## config.mk

```make
export PLATFORM = sky130hd
export DESIGN_NAME = spi_cfg_slave
export DESIGN_NICKNAME = d
export VERILOG_FILES = /design/src/rtl/spi_cfg_pkg.sv /design/src/rtl/spi_shift_reg.sv /design/src/rtl/spi_cfg_slave.sv
export SDC_FILE = /design/constraint.sdc
export NUM_CORES = 1
export LEC_CHECK = 0
export BUFFER_PORTS_ARGS = -buffer_cell sky130_fd_sc_hd__buf_4
export CORE_AREA = 2 2 209 211
export DETAILED_ROUTE_END_ITERATION = 8
export DIE_AREA = 0 0 211 213
export PLACE_DENSITY = 0.67
export SETUP_SLACK_MARGIN = 0.05
export SYNTH_ARGS = -nofsm -noshare
export SYNTH_HDL_FRONTEND = slang
export SYNTH_SLANG_ARGS = --single-unit
export TNS_END_PERCENT = 5
```

## constraint.sdc

```tcl
create_clock -name clk -period 3.1 [get_ports clk]
set_clock_uncertainty 0.2 [all_clocks]
set_input_delay 0.465 -clock clk [delete_from_list [all_inputs] [get_ports clk]]
set_output_delay 0.465 -clock clk [all_outputs]
set_load 0.02 [all_outputs]
```

## src/rtl/spi_cfg_pkg.sv

```systemverilog
// spi_cfg_pkg: FSM states, frame field offsets and default widths shared by the SPI config slave
package spi_cfg_pkg;
   localparam int WORD_W_DEF   = 25;
   localparam int ADDR_W_DEF   = 4;
   localparam int DATA_W_DEF   = 16;
   localparam int NUM_REGS_DEF = 16;
   // field positions counted down from the frame MSB
   localparam int VALID_OFS = 1;
   localparam int RW_OFS    = 2;
   localparam int ADDR_OFS  = 2;
   typedef enum logic [2:0] {IDLE, CMD, TURN, READ, WBURST, DONE} state_t;
   function automatic int addr_lsb(input int word_w, input int addr_w);
      return word_w - ADDR_OFS - addr_w;
   endfunction
endpackage

```

## src/rtl/spi_shift_reg.sv

```systemverilog
// spi_shift_reg: MSB-first shift register and bit counter shared by frame capture and read-back
module spi_shift_reg import spi_cfg_pkg::*; #(
   parameter int WORD_W = WORD_W_DEF,
   parameter int CNT_W  = $clog2(WORD_W)
) (
   input  logic              clk,
   input  logic              rst_n,
   input  logic              clr,
   input  logic              shift,
   input  logic              load,
   input  logic              mosi,
   input  logic [WORD_W-1:0] load_val,
   output logic [WORD_W-1:0] sr,
   output logic [CNT_W-1:0]  cnt
);
   always_ff @(posedge clk) begin
      if (!rst_n) begin
         sr  <= '0;
         cnt <= '0;
      end else if (load) begin
         sr  <= load_val;
         cnt <= '0;
      end else if (clr) begin
         cnt <= '0;
      end else if (shift) begin
         sr  <= {sr[WORD_W-2:0], mosi};
         cnt <= cnt + 1'b1;
      end
   end
endmodule

```

## src/rtl/spi_cfg_slave.sv

```systemverilog
// spi_cfg_slave: SPI-framed debug access to a register file with read-only status and auto-increment bursts
module spi_cfg_slave import spi_cfg_pkg::*; #(
   parameter int                         WORD_W   = WORD_W_DEF,
   parameter int                         ADDR_W   = ADDR_W_DEF,
   parameter int                         DATA_W   = DATA_W_DEF,
   parameter int                         NUM_REGS = NUM_REGS_DEF,
   parameter logic [NUM_REGS-1:0]        RO_MASK  = '0,
   parameter logic [NUM_REGS*DATA_W-1:0] RST_VAL  = '0
) (
   input  logic                       clk,
   input  logic                       rst_n,
   input  logic                       debug,
   input  logic                       ss_n,
   input  logic                       mosi,
   output logic                       miso,
   input  logic [NUM_REGS*DATA_W-1:0] status_in,
   output logic [NUM_REGS*DATA_W-1:0] cfg_out,
   output logic [NUM_REGS-1:0]        wr_strobe,
   output logic                       spi_data_ready,
   output logic                       frame_err,
   output logic                       addr_err
);
   localparam int                CNT_W     = $clog2(WORD_W);
   localparam int                VALID_BIT = WORD_W - VALID_OFS;
   localparam int                RW_BIT    = WORD_W - RW_OFS;
   localparam int                ADDR_LSB  = addr_lsb(WORD_W, ADDR_W);
   localparam logic [ADDR_W:0]   NREG      = NUM_REGS[ADDR_W:0];
   localparam logic [ADDR_W-1:0] LAST      = ADDR_W'(NUM_REGS - 1);
   localparam logic [CNT_W-1:0]  WORD_END  = CNT_W'(WORD_W - 1);
   localparam logic [CNT_W-1:0]  DATA_END  = CNT_W'(DATA_W - 1);

   state_t                     state, state_d;
   logic [WORD_W-1:0]          sr, word, load_val;
   logic [CNT_W-1:0]           cnt;
   logic [NUM_REGS*DATA_W-1:0] regs;
   logic [NUM_REGS-1:0]        strobe_d;
   logic [ADDR_W-1:0]          addr_q, addr_d, fa, wa, ra;
   logic [DATA_W-1:0]          rdata, wd;
   logic                       inc_q, inc_d, active, start;
   logic                       clr, shift, load, wreq, rreq, set_rdy, ferr, aerr;

   function automatic logic [ADDR_W-1:0] nxt(input logic [ADDR_W-1:0] a);
      return a == LAST ? '0 : a + 1'b1;
   endfunction

   spi_shift_reg #(.WORD_W(WORD_W), .CNT_W(CNT_W)) u_shift (
      .clk      (clk),
      .rst_n    (rst_n),
      .clr      (clr),
      .shift    (shift),
      .load     (load),
      .mosi     (mosi),
      .load_val (load_val),
      .sr       (sr),
      .cnt      (cnt)
   );

   // word includes the bit arriving this cycle, so decode happens on the last-bit edge
   assign word     = {sr[WORD_W-2:0], mosi};
   assign fa       = ADDR_W'(word >> ADDR_LSB);
   assign wd       = DATA_W'(word);
   assign active   = !ss_n && debug;
   assign start    = state == IDLE && active;
   assign wa       = state == CMD ? fa : addr_q;
   assign ra       = state == READ ? nxt(addr_q) : addr_q;
   assign load_val = WORD_W'(rdata);
   assign aerr     = (wreq && strobe_d == '0) || (rreq && {1'b0, ra} >= NREG);
   assign miso     = state == READ && sr[WORD_W-1];
   assign cfg_out  = debug ? regs : RST_VAL;

   always_comb begin
      state_d = state;
      addr_d  = addr_q;
      inc_d   = inc_q;
      clr     = 1'b0;
      shift   = 1'b0;
      load    = 1'b0;
      wreq    = 1'b0;
      rreq    = 1'b0;
      set_rdy = 1'b0;
      ferr    = 1'b0;
      if (state == IDLE) begin
         shift   = active;
         clr     = !active;
         state_d = active ? CMD : IDLE;
      end else if (!active) begin
         clr     = 1'b1;
         ferr    = state == CMD || (state == WBURST && cnt != '0);
         state_d = IDLE;
      end else begin
         case (state)
            CMD: begin
               shift = 1'b1;
               if (cnt == WORD_END) begin
                  clr     = 1'b1;
                  set_rdy = 1'b1;
                  addr_d  = word[RW_BIT] ? fa : nxt(fa);
                  inc_d   = word[DATA_W];
                  wreq    = word[VALID_BIT] && !word[RW_BIT];
                  state_d = !word[VALID_BIT] ? DONE : word[RW_BIT] ? TURN : word[DATA_W] ? WBURST : DONE;
               end
            end
            TURN: begin
               load    = 1'b1;
               rreq    = 1'b1;
               state_d = READ;
            end
            READ: begin
               shift = 1'b1;
               if (cnt == WORD_END) begin
                  load    = inc_q;
                  rreq    = inc_q;
                  clr     = !inc_q;
                  addr_d  = inc_q ? ra : addr_q;
                  state_d = inc_q ? READ : DONE;
               end
            end
            WBURST: begin
               shift = 1'b1;
               if (cnt == DATA_END) begin
                  clr    = 1'b1;
                  wreq   = 1'b1;
                  addr_d = nxt(addr_q);
               end
            end
            default: ;
         endcase
      end
   end

   always_comb begin
      rdata    = '0;
      strobe_d = '0;
      for (int i = 0; i < NUM_REGS; i++) begin
         if (ra == ADDR_W'(i)) rdata = RO_MASK[i] ? status_in[i*DATA_W +: DATA_W] : regs[i*DATA_W +: DATA_W];
         strobe_d[i] = wreq && wa == ADDR_W'(i) && !RO_MASK[i];
      end
   end

   always_ff @(posedge clk) begin
      if (!rst_n) begin
         state          <= IDLE;
         addr_q         <= '0;
         inc_q          <= 1'b0;
         regs           <= RST_VAL;
         wr_strobe      <= '0;
         spi_data_ready <= 1'b0;
         frame_err      <= 1'b0;
         addr_err       <= 1'b0;
      end else begin
         state          <= state_d;
         addr_q         <= addr_d;
         inc_q          <= inc_d;
         wr_strobe      <= strobe_d;
         spi_data_ready <= set_rdy || (spi_data_ready && !start);
         frame_err      <= ferr;
         addr_err       <= aerr;
         for (int i = 0; i < NUM_REGS; i++)
            if (strobe_d[i]) regs[i*DATA_W +: DATA_W] <= wd;
      end
   end
endmodule

```

# After elaboration in Yosys (flattened, before gate mapping)
# Index checks and enable logic that the tools add are counted.
[op_classes]
addsub = 3
n_eq_ne = 46
mux = 60
n_bitwise = 3
reduce_logical = 46
[op_table]
columns = ["cell", "count"]
rows = [
  ["$mux W16", 19],
  ["$mux W256", 1],
  ["$eq A4 B4 Y1 const B", 18],
  ["$mux W4", 9],
  ["$eq A4 B3 Y1 const B", 8],
  ["$logic_and A1 B1 Y1", 23],
  ["$mux W3", 7],
  ["$mux W1", 19],
  ["$eq A4 B2 Y1 const B", 4],
  ["$logic_not A16 Y1", 1],
  ["$pmux W4 S3", 1],
  ["$pmux W3 S3", 1],
  ["$reduce_or A3 Y1", 3],
  ["$add A4 B1 Y4 const B", 2],
  ["$eq A4 B1 Y1 const B", 2],
  ["$logic_not A4 Y1", 2],
  ["$ne A2 B1 Y1 const B", 4],
  ["$reduce_and A7 Y1", 1],
  ["$eq A3 B2 Y1 const B", 2],
  ["$add A5 B1 Y5 const B", 1],
  ["$eq A5 B4 Y1 const B", 1],
  ["$eq A5 B5 Y1 const B", 1],
  ["$logic_not A1 Y1", 5],
  ["$ne A5 B1 Y1 const B", 1],
  ["other kinds (17)", 22],
]
[totals]
reg_bits = 313
inputBits = 261
output_inout_bits = 276

# Depth between registers and ports, before layout
[depth]
ltp_word = 21
depth_mapped = 11
depth_no_buf = 9

# Modules after synthesis
# A second synthesis with hierarchy kept.
[hier_totals]
hier_cells = 2020
hier_area_um2 = 16055.4
[modules_own_cells]
columns = ["mod", "n_inst", "cells_per_inst", "area_per_inst_um2"]
rows = [
  ["spi_cfg_slave", 1, 1887, 14764.2],
  ["spi_shift_reg", 1, 133, 1291.2],
]

# Worst setup path before layout
# No wires, ideal clock.
[synth_path]
path_type = "register to register"
startpoint = "register addr_q[0]"
endpoint = "register u_shift.sr[0]"
setup_time_ns = 0.121
t_arrival_ns = 2.180
t_required_ns = 2.779
slack_ns = 0.599
stages_incl_launch_ff = 11
synth_period_minus_slack_ns = 2.501
cell_sequence = "dfxtp_1 -> ha_1 -> and4b_1 -> buf_6 -> a22o_4 -> or2_1 -> buf_6 -> a311oi_1 -> o211ai_1 -> a221oi_1 -> o21ai_1"
[synth_between]
elab_chain_len = 21
word_cells_on_any_way = 37
classes_between = "add/sub: 1; eq/ne: 16; mux: 19; reduce/logical: 1"
[synth_rtl]
columns = ["element", "line_no", "rtl"]
rows = [
  ["from (decl)", "spi_cfg_slave.sv:37", "logic [ADDR_W-1:0] addr_q, addr_d, fa, wa, ra;"],
  ["from (signal assigned)", "spi_cfg_slave.sv:152", "addr_q <= addr_d;"],
  ["$add A4 B1 Y4 or $eq A4 B4 Y1 (tied branches)", "spi_cfg_slave.sv:43", "return a == LAST ? '0 : a + 1'b1;"],
  ["$mux W4", "spi_cfg_slave.sv:43", ""],
  ["$mux W4 *", "spi_cfg_slave.sv:65", "assign ra = state == READ ? nxt(addr_q) : addr_q;"],
  ["$logic_not A4 Y1", "spi_cfg_slave.sv:135", "if (ra == ADDR_W'(i)) rdata = RO_MASK[i] ? status_in[i*DATA_W +: DATA_W] : regs[i*DATA_W +: DATA_W];"],
  ["$mux W16 (15 in series)", "spi_cfg_slave.sv:135", ""],
  ["$mux W16 *", "spi_cfg_slave.sv:135", ""],
  ["$mux W16 *", "spi_shift_reg.sv:20", "end else if (load) begin"],
  ["to (signal assigned)", "spi_shift_reg.sv:21", "sr <= load_val;"],
  ["to (signal assigned)", "spi_shift_reg.sv:26", "sr <= {sr[WORD_W-2:0], mosi};"],
  ["to (decl)", "spi_shift_reg.sv:13", "output logic [WORD_W-1:0] sr,"],
]
# Mark *: on every way between the ends. The rest lies on a longest branch, timed or not.
# A chain may end at the register's enable or synchronous reset.

# Worst setup path after layout
[layout_path]
startpoint = "register state[2]"
endpoint = "register u_shift.sr[6]"
[layout_between]
elab_chain_len = 20
word_cells_on_any_way = 52
classes_between = "eq/ne: 20; mux: 27; reduce/logical: 5"
[layout_rtl]
columns = ["element", "line_no", "rtl"]
rows = [
  ["from (decl)", "spi_cfg_slave.sv:32", "state_t state, state_d;"],
  ["from (signal assigned)", "spi_cfg_slave.sv:151", "state <= state_d;"],
  ["$eq A3 B2 Y1", "spi_cfg_slave.sv:65, spi_cfg_slave.sv:91", ""],
  ["$mux W4", "spi_cfg_slave.sv:65", ""],
  ["$logic_not A4 Y1", "spi_cfg_slave.sv:135", ""],
  ["$mux W16 (16 in series)", "spi_cfg_slave.sv:135", ""],
  ["$mux W16", "spi_shift_reg.sv:20", ""],
]
# Parallel ways exist; a longest one is shown, timed or not.

==> impl_metrics.ini <==
[run_status]
status = completed

[grt]
overflow = 0
met3_usage_pct = 3.90
grt_max_degree = 179
grt_pass1_vias = 14400
grt_util_met1_pct = 36.2
grt_use_met2_pct = 40.4
grt_first_pass_wirelength_um = 88600
antenna_found_initial = 0
grt-busiest-layer = met2
grt_use_total_pct = 25.6

[power]
powerDensity_mw_per_mm2 = 421
total_power_mw = 8.74
ir_worst_vdd_v = 0.000354
leakagePower_nw = 9.72

[cts]
path_clk_slew_ns = 0.06
cts_hold_buffers = 0
htreeDepth = 2
numCtsBuffers = 36
clk_latency_ns = 0.54
clockBufferDepth = 3
cts.sinks = 313
clock_tree.root_cell = clkbuf_16
cts_tree = built
postCtsSetupRepairBufs = 0

[logic_synthesis]
async_flop_share_pct = 0
synth_edf_count = 0
yosysSeqAreaShare_pct = 38.4
ys_warn_count = 0
ys_types = 83
synth-main-ff-cell = dfxtp_1
syn_inst = 1950
avgSynthCellArea_um2 = 8.36
synthesis.nets = 2216
ys_ff_latch = 313
netlist_area_mm2 = 0.0163

[final_layout]
layout_commonest_cell = buf_4
final_cell_mix = 387 x buf_4, 313 x dfxtp_1, 307 x nor2_1
drive_above_1_share_pct = 23.2
fin_nets = 2476
area_growth_pct = 27.4

[worst_setup_path]
worst_setup_path_end_kind = flip-flop
crit_fanout = 17
crit_start = state[2]
rrSetupSlack_ns = 0.13
arrival_ns = 3.19
critPathSlowestCell = and3b_1
max_stage_delay_ns = 0.38
crit_chain = and3b_1 > buf_4 > mux2_4 > buf_4 > buf_4 > nand2_1 > a31oi_1 > a311oi_1 > buf_4 > o41a_1 > nor3_1
r2r_start = state[2]
endpoint = u_shift.sr[6]
critical_path_class = reg2reg
crit_path_frequent_cell = buf_4
startpoint_type = flip-flop
rr_worst_depth = 11
r2r-end = u_shift.sr[6]
cp.required_ns = 3.32

[timing]
fin_tns_setup_ns = 0
rsz0062_at_grt = true
tightest_slew_ns = 1.09
period_needed_ns = 2.97
slew_viol_final = 0
post-route-period-util_pct = 95.8
setup_slack_ns = 0.129
setup_violations = 0
hold_violations = 0
fmax_ghz = 0.337
maxSlewHeadroom_pct = 27.0

[min_path]
min_from = rst_n
hold_class = in2reg

[placed_design]
io_buffers = 280
gp_congestion = 0.906
dp_slack_ns = 0.0814
hpwlAfterDp_um = 42600

[floorplanning]
die_h_um = 213
ioPinCount = 537
core_mm2 = 0.0427
dieArea_mm2 = 0.0449
rows = 76
floorplan.initialDensity_pct = 38.2
die_x_um = 211

[route]
drt_pass1_iterations = 5
routed_wl_um = 59400
avgRoutedWirePerCell_um = 21.3
drc_errors = 0
vias = 15300
ant_nets = 0
drt_first_iter_violations = 1519
via_per_inst = 5.50

[run]
maxCapViolations = 0
## registers in the layout, summed over array words and instances, names as in the netlist
signal and count:
inc_q 1, spi_data_ready 1, wr_strobe 16, u_shift.sr 25, regs 256, state 3
addr_q 4, u_shift.cnt 5, addr_err 1, frame_err 1
## logic make-up (layout without fill, tap and decap cells)
logic type / count (synthesis) / after routing / share of synthesized area (%)
AOI/OAI and AO/OA: 241 / 241 / 10.1
adders and majority gates: 5 / 5 / 0.384
muxes: 299 / 299 / 18.7
and+or+nand+nor: 892 / 892 / 26.6
xor gates and xnor gates: 4 / 4 / 0.215
other: 1 / 2 / 0.0230
DFF: 313 / 313 / 38.4
buffers and inverters: 195 / 482 / 5.57
## final cells by class
class	count	area [µm²]
diodes	1	2.50
repair buffers	409	3350
multi-input cells	1442	9170
inverters	8	37.5
well taps	546	683
clock inverters	20	268
fillers	4020	21900
flip-flops and latches	313	6270
clock buffers	45	995
## routing by layer
layer / vias to the layer above / routed length [µm]
li1: 7137 / -
met1: 7398 / 26600
met2: 696 / 26800
met3: 90 / 4530
met4: 0 / 1490
met5: - / 0
## stage by stage
step           hold WS, ns  util [%]  cell area [µm²]  std cells
2_1_floorplan        0.232         -            16300       1950
3_3_place_gp         0.240      45.6            19500       2718
3_5_place_dp         0.254      45.6            19500       2718
4_1_cts             0.0763      48.6            20700       2783
5_1_grt             0.0799      48.6            20800       2783
6_report            0.0824      48.6            20800       2784
## Yosys cell counts, drive strengths merged (4+ instances only)
cell | n | area [µm²]
a21oi | 59 | 307
a31oi | 35 | 219
clkbuf | 113 | 424
a221oi | 5 | 61.3
a21o | 6 | 45.0
dfxtp | 313 | 6270
o211ai | 8 | 60.1
nand2b | 12 | 75.1
nand3 | 32 | 160
o21ai | 46 | 234
nand2 | 182 | 683
buf | 73 | 443
or2 | 13 | 81.3
mux2i | 290 | 2920
nand3b | 4 | 30.0
inv | 7 | 26.3
nor3 | 44 | 230
nor2 | 314 | 1200
or3 | 5 | 31.3
a211oi | 4 | 30.0
nor2b | 7 | 43.8
a311oi | 12 | 105
o22ai | 17 | 106
o41a | 6 | 67.6
ha | 5 | 62.6
mux2 | 7 | 82.6
and2 | 258 | 1610
o221a | 4 | 45.0
and4b | 4 | 40.0
## worst min path at each step
stage | slack [ns] | to | cells after the start
finish | 0.08 | u_shift.sr[8] | 3
global route | 0.08 | u_shift.sr[6] | 3
CTS | 0.08 | u_shift.sr[8] | 3
detailed placement | 0.25 | u_shift.sr[24] | 2
global placement | 0.24 | u_shift.sr[17] | 2
floorplan | 0.23 | u_shift.sr[24] | 2
## critical path: cells and delay by family, from the launching register on
kind            cells  cell delay, ns
compound gates      3            0.70
flops               1            0.31
buf+inv             4            0.77
mux                 1            0.32
simple gates        3            0.55
## where the power goes
group	switching (mW)	internal, mW	leakage [nW]
sequential	0.00747	4.02	2.52
clock	1.82	2.72	0.625
combinational	0.141	0.0320	6.57
total	1.97	6.78	9.72
## repair_timing
item	in CTS	in global routing
endpoints found under the setup margin	0	16
hold endpoints to repair	0	0
gates resized for setup	0	9
Power figures use the tool's default switching activity.
